File: src/rtl/key_step_ctrl.sv
`default_nettype none
// ============================================================================
//  Module      : key_step_ctrl
//  Description : Turns a debounced active-low key into one-cycle step strobes
//                for single-step CPU execution and keeps a wrapping count of
//                issued steps. Optional auto-repeat while the key is held is
//                built when KEY_AUTO_REPEAT_EN is defined.
//  Revision    : 1.0 - initial release
// ============================================================================
module key_step_ctrl #(
  parameter int HOLD_CYCLES   = 8,  // initial pulse to first repeat pulse (>=2)
  parameter int REPEAT_CYCLES = 4,  // spacing of repeat pulses (>=2)
  parameter int CNT_W         = 8   // width of press_count
) (
  input  logic             BJ_clk,
  input  logic             rst,
  input  logic             button_n,
  output logic             step_pulse,
  output logic             key_held,
  output logic [CNT_W-1:0] press_count
);

  typedef enum logic [2:0] {
    ST_ARM    = 3'd0,
    ST_IDLE   = 3'd1,
    ST_PRESS  = 3'd2,
    ST_HOLD   = 3'd3,
    ST_REPEAT = 3'd4
  } state_t;

  localparam logic [CNT_W-1:0] c_CNT_ONE = CNT_W'(1);

  state_t           r_state;
  logic             r_step_pulse;
  logic             r_key_held;
  logic [CNT_W-1:0] r_press_count;

`ifdef KEY_AUTO_REPEAT_EN
  // Timer counts cycles since the most recent pulse; wide enough for either interval.
  localparam int              c_TW        = $clog2(HOLD_CYCLES + REPEAT_CYCLES) + 1;
  localparam logic [c_TW-1:0] c_TMR_ONE   = c_TW'(1);
  localparam logic [c_TW-1:0] c_HOLD_LAST = c_TW'(HOLD_CYCLES - 1);
  localparam logic [c_TW-1:0] c_REP_LAST  = c_TW'(REPEAT_CYCLES - 1);

  logic [c_TW-1:0] r_tmr;
`endif

  // Step controller: all outputs are registered and follow the state transitions.
  always_ff @(posedge BJ_clk) begin
    if (rst) begin
      r_state       <= ST_ARM;
      r_step_pulse  <= 1'b0;
      r_key_held    <= 1'b0;
      r_press_count <= '0;
`ifdef KEY_AUTO_REPEAT_EN
      r_tmr         <= '0;
`endif
    end else begin
      // A pulse lasts exactly one cycle unless a branch below re-asserts it.
      r_step_pulse <= 1'b0;
      case (r_state)
        // A key held through reset must be released before it can step.
        ST_ARM: begin
          r_key_held <= 1'b0;
          if (button_n) begin
            r_state <= ST_IDLE;
          end
        end

        ST_IDLE: begin
          r_key_held <= 1'b0;
          if (!button_n) begin
            r_state       <= ST_PRESS;
            r_step_pulse  <= 1'b1;
            r_press_count <= r_press_count + c_CNT_ONE;
`ifdef KEY_AUTO_REPEAT_EN
            r_tmr         <= '0;
`endif
          end
        end

        // Single cycle carrying the initial pulse.
        ST_PRESS: begin
          if (button_n) begin
            r_state    <= ST_IDLE;
            r_key_held <= 1'b0;
          end else begin
            r_state    <= ST_HOLD;
            r_key_held <= 1'b1;
`ifdef KEY_AUTO_REPEAT_EN
            r_tmr      <= r_tmr + c_TMR_ONE;
`endif
          end
        end

        // Release wins over a pulse that would be due on the same edge.
        ST_HOLD: begin
          if (button_n) begin
            r_state    <= ST_IDLE;
            r_key_held <= 1'b0;
          end
`ifdef KEY_AUTO_REPEAT_EN
          else if (r_tmr == c_HOLD_LAST) begin
            r_state       <= ST_REPEAT;
            r_step_pulse  <= 1'b1;
            r_press_count <= r_press_count + c_CNT_ONE;
            r_tmr         <= '0;
          end else begin
            r_tmr <= r_tmr + c_TMR_ONE;
          end
`endif
        end

`ifdef KEY_AUTO_REPEAT_EN
        ST_REPEAT: begin
          if (button_n) begin
            r_state    <= ST_IDLE;
            r_key_held <= 1'b0;
          end else if (r_tmr == c_REP_LAST) begin
            r_step_pulse  <= 1'b1;
            r_press_count <= r_press_count + c_CNT_ONE;
            r_tmr         <= '0;
          end else begin
            r_tmr <= r_tmr + c_TMR_ONE;
          end
        end
`endif

        // Unreachable encodings recover through ARM so no spurious step is issued.
        default: begin
          r_state    <= ST_ARM;
          r_key_held <= 1'b0;
        end
      endcase
    end
  end

  assign step_pulse  = r_step_pulse;
  assign key_held    = r_key_held;
  assign press_count = r_press_count;

endmodule
`default_nettype wire

File: config.mk
export PLATFORM = sky130hd
export DESIGN_NAME = key_step_ctrl
export DESIGN_NICKNAME = d
export VERILOG_FILES = /design/src/rtl/key_step_ctrl.sv
export SDC_FILE = /design/constraint.sdc
export NUM_CORES = 1
export LEC_CHECK = 0
export BUFFER_PORTS_ARGS = -buffer_cell sky130_fd_sc_hd__buf_4
export CAP_MARGIN = 20
export CORE_AREA = 2 2 39 41
export CTS_CLUSTER_SIZE = 25
export DETAILED_ROUTE_END_ITERATION = 16
export DIE_AREA = 0 0 41 43
export GPL_TIMING_DRIVEN = 0
export HOLD_SLACK_MARGIN = 0.1
export PLACE_DENSITY = 0.74
export SLEW_MARGIN = 20
export SYNTH_ARGS = -nofsm -noshare
export SYNTH_HDL_FRONTEND = slang
export SYNTH_SLANG_ARGS = --single-unit
File: constraint.sdc
create_clock -name BJ_clk -period 1.5 [get_ports BJ_clk]
set_input_delay 0.3 -clock BJ_clk [delete_from_list [all_inputs] [get_ports BJ_clk]]
set_output_delay 0.3 -clock BJ_clk [all_outputs]
set_load 0.05 [all_outputs]
# Word level (Yosys, flattened, before mapping)

Index checks and enable logic that the tools add are counted.

Equality and inequality tests: 6
Bitwise logic cells: 2
Reduce and logical (&&, ||, !) cells: 5
Add/subtract/negate cells: 1
Mux-type cells: 7

Operators with widths:

| cell                | count |
|---|---|
| $pmux 3 s3          | 1 |
| $add 8x1->8 const B | 1 |
| $eq 3x2->1 const B  | 2 |
| $mux 3              | 2 |
| $ne 2x2->1 const B  | 2 |
| $reduce_and 2->1    | 2 |
| $reduce_or 2->1     | 2 |
| $eq 3x1->1 const B  | 1 |
| $logic_not 3->1     | 1 |
| $mux 1              | 2 |
| $mux 2              | 1 |
| $ne 2x1->1 const B  | 1 |
| $not 1->1           | 2 |
| $pmux 1 s2          | 1 |

Register bits: 13
Input bits: 3
Output and inout port bits: 10
Logic and storage cells: 25

# Logic depth before layout (Yosys ltp)

Depth after elaboration: 4
Mapped depth: 5
Mapped depth without buffers: 5

# Least setup slack after synthesis

No wires, ideal clock.

Kind: flip-flop to flip-flop
From: reg r_press_count[0], in the netlist press_count[0]
To: reg r_press_count[6], in the netlist press_count[6]
Period minus slack after synthesis: 1.578 ns
Arrival time: 1.507 ns
Cell stages (with the launch flop): 5
Library setup time: 0.071 ns
Slack: -0.078 ns
Path buffers: 0
Required time: 1.429 ns
Cells stage by stage: dfxtp_1 > ha_1 > nand3b_1 > or3_1 > a21oi_1

Longest elaborated chain between the ends: 1

RTL lines:

| item                     | line | source |
|---|---|---|
| start: declaration       | 36   | `logic [CNT_W-1:0] r_press_count;` |
| start signal: assignment | 75   | `r_press_count <= r_press_count + c_CNT_ONE;` |
| $add 8x1->8              | 75   |  |

Every way passes these cells.
A chain may end at the register's enable or synchronous reset.

# Worst setup path after layout

From: reg r_state[1]
To: reg r_press_count[7], in the netlist press_count[7]

Longest elaborated chain between the ends: 2

RTL lines:

| item                              | line | source |
|---|---|---|
| start: declaration                | 33   | `state_t r_state;` |
| start signal: assignment          | 51   | `r_state <= ST_ARM;` |
| start signal: assignment          | 66   | `r_state <= ST_IDLE;` |
| start signal: assignment          | 73   | `r_state <= ST_PRESS;` |
| $eq 3x1->1                        | 61   | `case (r_state)` |
| $reduce_and 2->1 (no source line) | --   |  |

Every way passes these cells.

==> impl_metrics.xml <==
<?xml version="1.0" encoding="UTF-8"?>
<metrics>
  <group name="status">
    <metric name="run_status" unit="">finished, final reports clean</metric>
  </group>
  <group name="sta">
    <metric name="max_freq" unit="GHz">0.708</metric>
    <metric name="post-route-period-util" unit="">0.942</metric>
    <metric name="hold_slack" unit="ns">0.187</metric>
    <metric name="final-setup-viol-count" unit="">0</metric>
    <metric name="number_of_hold_slack_violations_in_the_final_timing_report" unit="">0</metric>
    <metric name="timing_worst_slew_pin_value" unit="ns">0.433</metric>
    <metric name="maxSlewHeadroom" unit="">0.712</metric>
    <metric name="timing_max_transition_violations_final" unit="">0</metric>
    <metric name="skew" unit="ns">0.00705</metric>
    <metric name="final_critical_path_setup_slack" unit="ns">0.0874</metric>
    <metric name="min_period" unit="ns">1.41</metric>
  </group>
  <group name="synthesis">
    <metric name="distinct_cells_synth" unit="">24</metric>
    <metric name="yosys_warnings" unit="">0</metric>
    <metric name="post_synthesis_cells" unit="">61</metric>
    <metric name="synth_area" unit="sq um">559</metric>
    <metric name="synth-edff-count" unit="">0</metric>
    <metric name="ys_seq_area_frac" unit="">0.430</metric>
    <metric name="syn_avg_cell_area" unit="sq um">9.17</metric>
    <metric name="dominantRegCellSynth" unit="">sky130_fd_sc_hd__dfxtp_1</metric>
    <metric name="synth-seq-cells" unit="">12</metric>
    <metric name="async_flop_share" unit="">0</metric>
    <metric name="syn_nets" unit="">68</metric>
  </group>
  <group name="global_routing">
    <metric name="all_layer_global_routing_usage" unit="">0.136</metric>
    <metric name="grt_remaining_overflow" unit="">0</metric>
    <metric name="grt_use_met3" unit="">0.0471</metric>
    <metric name="grt_use_met1" unit="">0.180</metric>
    <metric name="grtUsageMet2" unit="">0.194</metric>
    <metric name="grt_pass1_wl" unit="um">1630</metric>
    <metric name="antenna_found_initial" unit="">0</metric>
    <metric name="first_global_vias" unit="">410</metric>
    <metric name="grt_start_max_net_pins" unit="">11</metric>
    <metric name="top_usage_layer" unit="">met2</metric>
  </group>
  <group name="placement">
    <metric name="port_buffers" unit="">12</metric>
    <metric name="hpwlAfterDp" unit="um">741</metric>
    <metric name="dp_slack" unit="ns">-0.0116</metric>
    <metric name="finalWeightedCongestion" unit="">0.670</metric>
  </group>
  <group name="cts">
    <metric name="cts_htree_levels" unit="">1</metric>
    <metric name="tritoncts_clock_tree" unit="">built</metric>
    <metric name="cts_buffers" unit="">3</metric>
    <metric name="clk_pin_slew_worst_paths" unit="ns">0.08</metric>
    <metric name="clock-root-buffer" unit="">sky130_fd_sc_hd__clkbuf_4</metric>
    <metric name="postCtsHoldBufs" unit="">0</metric>
    <metric name="worstSkewPairLatency" unit="ns">0.27</metric>
    <metric name="cts_num_sinks" unit="">12</metric>
    <metric name="clockBufferDepth" unit="">2</metric>
  </group>
  <group name="power_and_ir_drop">
    <metric name="ir_drop" unit="mV">0.607</metric>
    <metric name="power_per_cell_area" unit="nW/um^2">1020</metric>
    <metric name="leakage" unit="nW">0.316</metric>
  </group>
  <group name="detailed_routing">
    <metric name="avgRoutedWirePerCell" unit="um">10.3</metric>
    <metric name="drt-pass1-iter-count" unit="">4</metric>
    <metric name="drt_iter0_markers" unit="">13</metric>
    <metric name="vias_per_cell" unit="">5.10</metric>
    <metric name="drt-total-wl" unit="um">960</metric>
    <metric name="via_count" unit="">474</metric>
    <metric name="remaining_drc_errors" unit="">0</metric>
    <metric name="antenna_violating_nets_post_route" unit="">0</metric>
  </group>
  <group name="critical_path">
    <metric name="cp.required" unit="ns">1.70</metric>
    <metric name="cp_max_fo" unit="">6</metric>
    <metric name="arrival" unit="ns">1.61</metric>
    <metric name="critical_path_class" unit="">reg2reg</metric>
    <metric name="crit_path_end_kind" unit="">register</metric>
    <metric name="timing.critical_path.from_type" unit="">register</metric>
  </group>
  <group name="floorplan">
    <metric name="floorplan.core_area" unit="sq um">1380</metric>
    <metric name="chipWidth" unit="um">41</metric>
    <metric name="die_area" unit="sq um">1760</metric>
    <metric name="initial_core_util" unit="">0.404</metric>
    <metric name="fp-row-count" unit="">14</metric>
    <metric name="die_extent_in_y" unit="um">43</metric>
    <metric name="floorplan.io_pins" unit="">13</metric>
  </group>
  <group name="run">
    <metric name="drv_cap" unit="">0</metric>
  </group>
  <group name="final_layout">
    <metric name="nNetsFinal" unit="">85</metric>
    <metric name="flow.area_growth_from_synthesis" unit="%">29.5</metric>
    <metric name="most-common-layout-cells" unit="">sky130_fd_sc_hd__buf_4 (12), sky130_fd_sc_hd__dfxtp_1 (7), sky130_fd_sc_hd__inv_1 (6), sky130_fd_sc_hd__a21oi_1 (6)</metric>
    <metric name="drive_gt1_frac" unit="">0.338</metric>
    <metric name="antenna_cells_inserted" unit="">0</metric>
    <metric name="most_common_cell_after_layout_fill_and_taps_aside" unit="">sky130_fd_sc_hd__buf_4</metric>
  </group>
  <group name="worst_hold_path">
    <metric name="worst_hold_path_type" unit="">in2reg</metric>
  </group>
</metrics>
## cells by family after synthesis
| logic type | synth area share |
|---|---|
| adders and majority gates | 0.0895 |
| buffers and inverters | 0.0470 |
| AOI/OAI and AO/OA | 0.154 |
| xor gates and xnor gates | 0.0313 |
| DFF | 0.430 |
| muxes | 0.0179 |
| and+or+nand+nor | 0.230 |
## stage by stage
stage / util / total power (W) / TNS [ns] / instances / cell area [sq um]
final: 0.524 / 0.000742 / 0 / 93 / 724
after detailed placement: 0.486 / 0.000487 / -0.0116 / 89 / 673
after floorplan: - / 0.000453 / 0 / 61 / 563
after CTS: 0.514 / 0.000743 / 0 / 93 / 712
after global routing: 0.524 / 0.000790 / -0.0132 / 93 / 724
after global placement: 0.486 / 0.000482 / 0 / 89 / 673
## Yosys cell counts (2+ instances only)
cell	n	area, sq um
sky130_fd_sc_hd__dfxtp_1	12	240
sky130_fd_sc_hd__nor2_1	5	18.8
sky130_fd_sc_hd__inv_1	6	22.5
sky130_fd_sc_hd__or3_1	2	12.5
sky130_fd_sc_hd__a21oi_1	6	30.0
sky130_fd_sc_hd__nand2_1	3	11.3
sky130_fd_sc_hd__xnor2_1	2	17.5
sky130_fd_sc_hd__o21ai_0	5	25.0
sky130_fd_sc_hd__or3_2	2	15.0
sky130_fd_sc_hd__ha_1	4	50.1
## area by class of cell
class	instances	area (sq um)
timing repair buffer	12	90.1
sequential	12	246
inverter	6	22.5
tap	16	20.0
clock buffer	4	36.3
multi-input combinational	42	305
fill	134	659
buffer	1	3.75
## power breakdown
group	total (W)	leakage, nW	switching, W	internal (W)
Clock	0.000253	0.0210	0.000105	0.000147
Sequential	0.000356	0.0994	0.0000195	0.000337
Combinational	0.000133	0.195	0.0000774	0.0000554
## metal layers
layer / wire length, um / vias up / part of all wire
li1: - / 250 / -
met1: 453 / 210 / 0.47
met5: 0 / - / 0
met3: 55 / 2 / 0.057
met4: 4 / 0 / 0.0042
met2: 446 / 12 / 0.46
## registers in the layout, indices dropped and copies added (netlist names)
| name | count |
|---|---|
| key_held | 1 |
| step_pulse | 1 |
| press_count | 8 |
| r_state | 2 |
## path summary, 6_finish.rpt
kind / startpoint / endpoint / slack (ns) / cells after the start
worst max-delay path: r_state[1] / press_count[7] / 0.09 / 5
worst min register to register: press_count[7] / press_count[7] / 0.49 / 2
worst min-delay path: rst / r_state[1] / 0.19 / 2
worst max register to register: r_state[1] / press_count[7] / 0.09 / 5
## what timing repair did
action / CTS / global route
setup buffers: 0 / 0
resized for setup: 1 / 3
hold endpoints to repair: 0 / 0
setup endpoints to repair: 2 / 4
## critical path: stages (launching register included)
cell and delay [ns]:
sky130_fd_sc_hd__dfxtp_2 0.34, sky130_fd_sc_hd__inv_1 0.08, sky130_fd_sc_hd__ha_4 0.16, sky130_fd_sc_hd__nand4b_4 0.12, sky130_fd_sc_hd__or4_1 0.48, sky130_fd_sc_hd__a21oi_1 0.15
Power figures use the tool's default switching activity.
